<file path="config.mk">
export PLATFORM = sky130hd
export DESIGN_NAME = acc_offload_ctrl
export DESIGN_NICKNAME = d
export VERILOG_FILES = /design/src/rtl/acc_offload_ctrl.sv
export SDC_FILE = /design/constraint.sdc
export NUM_CORES = 1
export LEC_CHECK = 0
export CAP_MARGIN = 0
export CORE_AREA = 2 2 147 149
export DETAILED_ROUTE_END_ITERATION = 10
export DIE_AREA = 0 0 149 151
export GPL_TIMING_DRIVEN = 0
export PLACE_DENSITY = 0.79
export SLEW_MARGIN = 20
export SYNTH_ARGS = -nofsm -noshare
export SYNTH_HDL_FRONTEND = slang
export SYNTH_SLANG_ARGS = --single-unit
</file>
<file path="constraint.sdc">
create_clock -name clk_i -period 2.42 [get_ports clk_i]
set_input_delay 0.484 -clock clk_i [delete_from_list [all_inputs] [get_ports clk_i]]
set_output_delay 0.484 -clock clk_i [all_outputs]
set_load 0.02 [all_outputs]
</file>
<file path="src/rtl/acc_offload_ctrl.sv">
// rtl/acc_offload_ctrl.sv - offload controller between core decoder and accelerator predecoder
// Optional registered predecoder query stage: ACC_OFFLOAD_CTRL_PRD_REG_EN
package acc_pkg;
   typedef struct packed {
      logic [31:0] q_instr_data;
   } prd_req_t;

   typedef struct packed {
      logic       p_accept;
      logic       p_writeback;
      logic [2:0] p_use_rs;
   } prd_rsp_t;
endpackage

module acc_offload_ctrl #(
   parameter int DataWidth      = 32,
   parameter int NumRs          = 3,
   parameter int MaxOutstanding = 4
) (
   input  logic                              clk_i,
   input  logic                              rst_ni,
   input  logic                              instr_valid_i,
   output logic                              instr_ready_o,
   input  logic [31:0]                       instr_data_i,
   output logic                              illegal_o,
   output acc_pkg::prd_req_t                 prd_req_o,
   input  acc_pkg::prd_rsp_t                 prd_rsp_i,
   input  logic [NumRs-1:0][DataWidth-1:0]   rs_i,
   input  logic [NumRs-1:0]                  rs_valid_i,
   output logic                              acc_q_valid_o,
   input  logic                              acc_q_ready_i,
   output logic [31:0]                       acc_q_instr_o,
   output logic [NumRs-1:0][DataWidth-1:0]   acc_q_rs_o,
   input  logic                              acc_p_valid_i,
   output logic                              acc_p_ready_o,
   input  logic [DataWidth-1:0]              acc_p_data_i,
   input  logic [4:0]                        acc_p_rd_i,
   output logic                              wb_valid_o,
   input  logic                              wb_ready_i,
   output logic [DataWidth-1:0]              wb_data_o,
   output logic [4:0]                        wb_rd_o,
   output logic                              busy_o
);

   localparam int CntW = $clog2(MaxOutstanding + 1);
   localparam logic [CntW-1:0] MaxCnt = CntW'(MaxOutstanding);

   typedef enum logic [1:0] {IDLE, PREDEC, WAIT_RS, ISSUE} state_e;

   state_e                          state_q, state_d;
   logic [31:0]                     instr_q, instr_d;
   logic [NumRs-1:0]                use_rs_q, use_rs_d;
   logic                            wb_q, wb_d;
   logic [NumRs-1:0][DataWidth-1:0] rs_q, rs_d;
   logic [CntW-1:0]                 out_cnt_q, out_cnt_d;

   logic rs_ok, cnt_ok, issue_wb, resp_hs;

   assign rs_ok  = &(rs_valid_i | ~use_rs_q);
   assign cnt_ok = !wb_q || (out_cnt_q < MaxCnt);

   always_ff @(posedge clk_i or negedge rst_ni) begin
      if (!rst_ni) begin
         state_q   <= IDLE;
         instr_q   <= '0;
         use_rs_q  <= '0;
         wb_q      <= 1'b0;
         rs_q      <= '0;
         out_cnt_q <= '0;
      end else begin
         state_q   <= state_d;
         instr_q   <= instr_d;
         use_rs_q  <= use_rs_d;
         wb_q      <= wb_d;
         rs_q      <= rs_d;
         out_cnt_q <= out_cnt_d;
      end
   end

   always_comb begin
      state_d  = state_q;
      instr_d  = instr_q;
      use_rs_d = use_rs_q;
      wb_d     = wb_q;
      rs_d     = rs_q;
      case (state_q)
         IDLE: begin
            if (instr_valid_i) begin
`ifdef ACC_OFFLOAD_CTRL_PRD_REG_EN
               instr_d = instr_data_i;
               state_d = PREDEC;
`else
               if (prd_rsp_i.p_accept) begin
                  instr_d  = instr_data_i;
                  use_rs_d = prd_rsp_i.p_use_rs;
                  wb_d     = prd_rsp_i.p_writeback;
                  state_d  = WAIT_RS;
               end
`endif
            end
         end
`ifdef ACC_OFFLOAD_CTRL_PRD_REG_EN
         PREDEC: begin
            if (prd_rsp_i.p_accept) begin
               use_rs_d = prd_rsp_i.p_use_rs;
               wb_d     = prd_rsp_i.p_writeback;
               state_d  = WAIT_RS;
            end else begin
               state_d = IDLE;
            end
         end
`endif
         WAIT_RS: begin
            // Operands are frozen here; later rs_i changes cannot reach the issued request.
            if (rs_ok && cnt_ok) begin
               for (int j = 0; j < NumRs; j++) begin
                  rs_d[j] = use_rs_q[j] ? rs_i[j] : '0;
               end
               state_d = ISSUE;
            end
         end
         ISSUE: begin
            if (acc_q_ready_i) state_d = IDLE;
         end
         default: state_d = IDLE;
      endcase
   end

   always_comb begin
      instr_ready_o = (state_q == IDLE);
      acc_q_valid_o = (state_q == ISSUE);
      acc_q_instr_o = instr_q;
      acc_q_rs_o    = rs_q;
      prd_req_o.q_instr_data = (state_q == IDLE) ? instr_data_i : instr_q;
`ifdef ACC_OFFLOAD_CTRL_PRD_REG_EN
      illegal_o = (state_q == PREDEC) && !prd_rsp_i.p_accept;
`else
      illegal_o = (state_q == IDLE) && instr_valid_i && !prd_rsp_i.p_accept;
`endif
      busy_o = (state_q != IDLE) || (out_cnt_q != '0);
   end

   assign wb_valid_o    = acc_p_valid_i;
   assign acc_p_ready_o = wb_ready_i;
   assign wb_data_o     = acc_p_data_i;
   assign wb_rd_o       = acc_p_rd_i;

   // A stray response at zero is still forwarded but must not wrap the counter.
   assign issue_wb = acc_q_valid_o && acc_q_ready_i && wb_q;
   assign resp_hs  = acc_p_valid_i && wb_ready_i && (out_cnt_q != '0);

   always_comb begin
      out_cnt_d = out_cnt_q;
      case ({issue_wb, resp_hs})
         2'b10:   out_cnt_d = out_cnt_q + CntW'(1);
         2'b01:   out_cnt_d = out_cnt_q - CntW'(1);
         default: out_cnt_d = out_cnt_q;
      endcase
   end

endmodule
</file>
==> results of run 1 <==
[cells by family after synthesis]
group / count (synthesis)
AO/OA/AOI/OAI: 6
XOR/XNOR: 3
adder cells (fa/ha/maj): 2
flip-flops: 137
buffers and inverters: 171
AND/OR/NAND/NOR: 112
multiplexers: 163
[sequential cells by signal, indices dropped and copies added, names as in the netlist]
register / count
wb_q: 1
use_rs_q: 3
out_cnt_q: 3
state_q: 2
acc_q_rs_o: 96
acc_q_instr_o: 32
[layer usage]
layer / share of wire / vias to the layer above / GRT usage
met1: 0.40 / 2469 / 0.199
met3: 0.087 / 18 / 0.0642
li1: - / 2560 / -
met2: 0.50 / 233 / 0.301
met4: 0.013 / 0 / 0.0462
met5: 0 / - / 0
[stage by stage]
stage / setup TNS [ns] / hold WS (ns)
global placement: -667.00 / 0.491
floorplan: 0 / 0.188
CTS: 0 / 0.0182
finish: 0 / 0.00717
global route: -0.0117 / 0.0139
detailed placement: -0.505 / 0.469
[cell usage in the layout (no fill, tap or decap), types with 10 or more instances in the layout]
| cell type | n |
|---|---|
| clkbuf_1 | 10 |
| dlygate4sd2_1 | 12 |
| mux2_2 | 66 |
| buf_4 | 55 |
| clkbuf_16 | 17 |
| mux2i_1 | 97 |
| dfrtp_1 | 135 |
| nand2_1 | 102 |
| inv_1 | 100 |
| buf_2 | 12 |
| clkdlybuf4s50_1 | 310 |
[final cells by class]
class | instances | share of cell area
clock inverters | 12 | 0.0128
clock buffers | 20 | 0.0417
inverters | 102 | 0.0350
flip-flops and latches | 137 | 0.313
multi-input cells | 286 | 0.207
plain buffers | 68 | 0.0460
well taps | 275 | 0.0314
repair buffers | 351 | 0.313
[worst max path at each step]
| stage | end | cells past startpoint |
|---|---|---|
| 2_1_floorplan | out_cnt_q[2]$_DFFE_PN0P_ | 8 |
| 3_3_place_gp | acc_q_instr_o[18]$_DFFE_PN0P_ | 1 |
| 3_5_place_dp | prd_req_o[10] | 4 |
| 4_1_cts | prd_req_o[2] | 5 |
| 5_1_grt | prd_req_o[23] | 4 |
| 6_report | prd_req_o[23] | 4 |
[power by group]
part / switching (W) / internal [W] / leakage [nW]
logic: 0.00423 / 0.00395 / 2.87
registers: 0.000626 / 0.00337 / 1.73
clock network: 0.00104 / 0.00159 / 0.284
[repair_timing]
action	CTS	global route
hold buffers	0	0
pin swaps	1	0
endpoints found under the setup margin	35	27
gates resized for setup	71	19
buffers inserted	5	1
==> out/metrics.cfg, run 1 <==
[critical_path]
crit_path_top_delay_cell = dfrtp_2
crit_chain = nor2_4 -> buf_4 -> mux2_2 -> clkdlybuf4s15_2
cp-end-kind = output pin
r2r_cells = 9
crit_start = state_q[0]$_DFFE_PN0P_
crit_buf_inv = 2
timing.rr.end = out_cnt_q[2]$_DFFE_PN0P_
critical-path-max-stage-delay_ns = 0.44
cp.arrival_ns = 1.85
start_kind = register
critPathKind = register to output pin
rrSetupSlack_ns = 0.48
path_delay_family = buffers and inverters
r2r-start = state_q[1]$_DFFE_PN0P_
critPathMaxFanout = 10
crit_required_ns = 1.94

[logic_synthesis]
netlist_instances = 594
yosysMostFrequentCell = dfrtp_1
synth_mux_area_frac = 0.261
ys_ff_latch = 137
synthAdderAreaFrac = 0.00495
synth_edf_count = 0
synth-compound-area-share = 0.00704
synthFlopType = dfrtp_1
yosys.area_share.simple = 0.0683
seq_area_frac_synth = 0.521
syn_area_um2 = 6580
synth.avg_cell_area_um2 = 11.1
synth_xor_area_frac = 0.00400
synth.net_count = 775
synth.top_cell.area_share = 0.521
synth_area_leaders = dfrtp_1 52%, mux2i_1 15%, mux2_2 11%, nand2_1 5.8%, inv_1 5.7%
synth_cell_types = 28
synth_top_cell_by_area = dfrtp_1
synth_top_family_by_area = multiplexers
synth_common_cells = 137 x dfrtp_1, 102 x nand2_1, 100 x inv_1
yosys_warnings = 0
synthArstFlopShare = 1.00

[clock_tree]
cts-htree-levels = 4
clkLatencyLatePin_ns = 0.41
clock-root-buffer = clkbuf_16
cts_tree = done
clock_path_buffers = 2
path_clk_slew_ns = 0.06
cts_buffers = 17
cts.sink_count = 137

[sta]
worstMarginPinSlew_ns = 0.690
rsz0062_at_grt = yes
fmax_ghz = 0.429
fin_skew_ns = 0.00948
slew_viol_final = 0
min_period_over_period = 0.964
hold_viol = 0
fin_crit_ns = 2.33
setup_ws_ns = 0.0878
setup_viol_count_final = 0
max_slew_margin = 0.540

[detailed_routing]
drc = 0
vias = 5280
first_pass_iters = 5
wl_mm = 19.5
wl_per_cell_um = 15.6
drt-initial-drc-count = 85
postRouteAntennaNets = 0
vias_per_cell = 4.22

[floorplanning]
fp.coreArea_um2 = 20800
fp-row-count = 53
start_util = 0.316
die_area_um2 = 22500
io_pins = 382
die_w_um = 149
dieHeight_um = 151

[place]
place_ws_ns = -0.0444
post-dp-hpwl_mm = 15.0
post_dp_cell_area_um2 = 10400
place.gp.congestion = 0.779
placed_cells = 1214
port_buffers = 344

[grt]
grt-ovfl-total = 0
grt_max_degree = 75
grt_pass1_wl_mm = 29.9
antenna_found_initial = 0
track_usage = 0.172
first_global_vias = 5646

[cells_and_area]
final_nets = 1144
regArea_um2 = 3430
final_cell_count_no_fill = 1251
area_delta_synth_final_pct = 66.5
diodes = 0
layout-drive-gt1-share = 0.195
finalInstanceArea_um2 = 11000
num-fill-cells = 1896
multi_input_area_um2 = 2270
utilization = 0.526

[status]
status = finished, final reports clean

[power]
p_total_w = 0.0148
p_leak_nw = 4.88
power_density_nw_per_um2 = 1350
peakVddDrop_uv = 795

[worst_hold_path]
min-delay-path-class = input pin to asynchronous set/reset pin

[run]
drv_cap = 0

(Power assumes the default switching activity.)
==> run 2: changes to the inputs <==
Settings changed: GPL_TIMING_DRIVEN 0 to unset.
==> out/metrics.cfg, run 2 (synthesis gave the netlist of run 1 again) <==
[floorplanning]
die_area_um2 = 22500
fp-row-count = 53
io_pins = 382
die_w_um = 149
start_util = 0.316
fp.coreArea_um2 = 20800
dieHeight_um = 151

[clock_tree]
cts.sink_count = 137
clkLatencyLatePin_ns = 0.41
clock_path_buffers = 2
cts_tree = done
clock-root-buffer = clkbuf_16
cts-htree-levels = 4
cts_buffers = 17
path_clk_slew_ns = 0.06

[place]
post_dp_cell_area_um2 = 9710
port_buffers = 307
post-dp-hpwl_mm = 13.0
place.gp.congestion = 0.746

[sta]
worstMarginPinSlew_ns = 0.393
fin_skew_ns = 0.00933
slew_viol_final = 0
hold_viol = 0
fin_crit_ns = 2.36
rsz0062_at_grt = yes
fmax_ghz = 0.424
min_period_over_period = 0.975
max_slew_margin = 0.738
setup_viol_count_final = 0

[detailed_routing]
vias_per_cell = 4.36
vias = 5084
postRouteAntennaNets = 0
first_pass_iters = 5
drc = 0
wl_per_cell_um = 15.7
drt-initial-drc-count = 115
wl_mm = 18.3

[grt]
busiest_layer = met2
grt-ovfl-total = 0
met1_usage = 0.177
track_usage = 0.160
met3_usage = 0.0705
first_global_vias = 5458
use_met2 = 0.276
grt_pass1_wl_mm = 28.1
antenna_found_initial = 0
grt_max_degree = 67

[worst_hold_path]
min-delay-path-class = register to register
hold_depth = 1

[status]
status = finished, final reports clean

[cells_and_area]
layout-drive-gt1-share = 0.170
final_nets = 1058
largest_reg_flops = 96
utilization = 0.498
area_delta_synth_final_pct = 57.6
final_common_cell = clkdlybuf4s50_1
final_cell_mix = 271 x clkdlybuf4s50_1, 135 x dfrtp_1, 102 x nand2_1, 100 x inv_1, 97 x mux2i_1
finalInstanceArea_um2 = 10400
diodes = 0

[power]
peakVddDrop_uv = 822
power_density_nw_per_um2 = 1420
p_leak_nw = 4.55

[critical_path]
r2r_cells = 9
crit_required_ns = 1.94
critPathMaxFanout = 9
cp-end-kind = output pin
cp.arrival_ns = 1.88
start_kind = register
critPathKind = register to output pin

[run]
drv_cap = 0

run 2: changes by cell type in the layout (fill, tap and decap cells not counted), moves of 6 or more:
cell,before,now
buf_12,0,7
buf_4,55,15
clkbuf_1,10,2
clkdlybuf4s15_2,3,10
clkdlybuf4s50_1,310,271
dlygate4sd2_1,12,6
run 2: cell type report:
| type | instances | area (um2) |
|---|---|---|
| clock inverters | 12 | 140 |
| flip-flops and latches | 137 | 3430 |
| clock buffers | 20 | 447 |
| fillers | 1887 | 10500 |
| inverters | 102 | 383 |
| repair buffers | 333 | 3350 |
| well taps | 275 | 344 |
| multi-input cells | 286 | 2280 |
run 2: worst paths after layout:
check / slack [ns] / start / end
hold reg to reg: 0.51 / out_cnt_q[2]$_DFFE_PN0P_ / out_cnt_q[2]$_DFFE_PN0P_
hold / removal: 0.51 / out_cnt_q[2]$_DFFE_PN0P_ / out_cnt_q[2]$_DFFE_PN0P_
min in group asynchronous: 0.53 / rst_ni / acc_q_rs_o[49]$_DFFE_PN0P_
max in group asynchronous: 1.18 / rst_ni / acc_q_instr_o[25]$_DFFE_PN0P_
setup reg to reg: 0.47 / state_q[1]$_DFFE_PN0P_ / out_cnt_q[2]$_DFFE_PN0P_
setup / recovery: 0.06 / state_q[1]$_DFFE_PN0P_ / prd_req_o[1]
run 2: per-layer routing:
metal	part of all wire	up-vias
met5	0	-
met4	0.020	0
met3	0.098	23
met2	0.48	231
met1	0.40	2432
li1	-	2398
run 2: repair_timing:
action                                  4_1_cts  5_1_grt
resized for setup                            78       18
endpoints found under the hold margin        34        0
endpoints found under the setup margin       33       22
hold buffers                                  1        0
pin swaps                                     1        0
buffers inserted                              6        0
cloned                                        1        1
run 2: report_power, final:
part | switching, W | internal, W
sequential | 0.000630 | 0.00337
clock | 0.00104 | 0.00156
combinational | 0.00413 | 0.00397
total | 0.00579 | 0.00890
run 2: per-stage QoR:
step,hold WS [ns],power [W],std cells,setup TNS (ns),setup slack (ns)
6_report,0.506,0.0147,1165,0,0.0594
5_1_grt,0.517,0.0156,1165,-0.0302,-0.0105
4_1_cts,0.507,0.0149,1164,0,0.00489
3_5_place_dp,0.412,0.0123,1124,0,0.168
3_3_place_gp,0.410,0.0121,1124,0,0.183
2_1_floorplan,0.188,0.00862,594,0,0.606
run 2: critical path, stage by stage (launching register included):
cell and delay [ns]:
dfrtp_2 0.42, nor2_4 0.15, buf_12 0.14, buf_12 0.12, mux2_2 0.33, clkdlybuf4s15_1 0.28
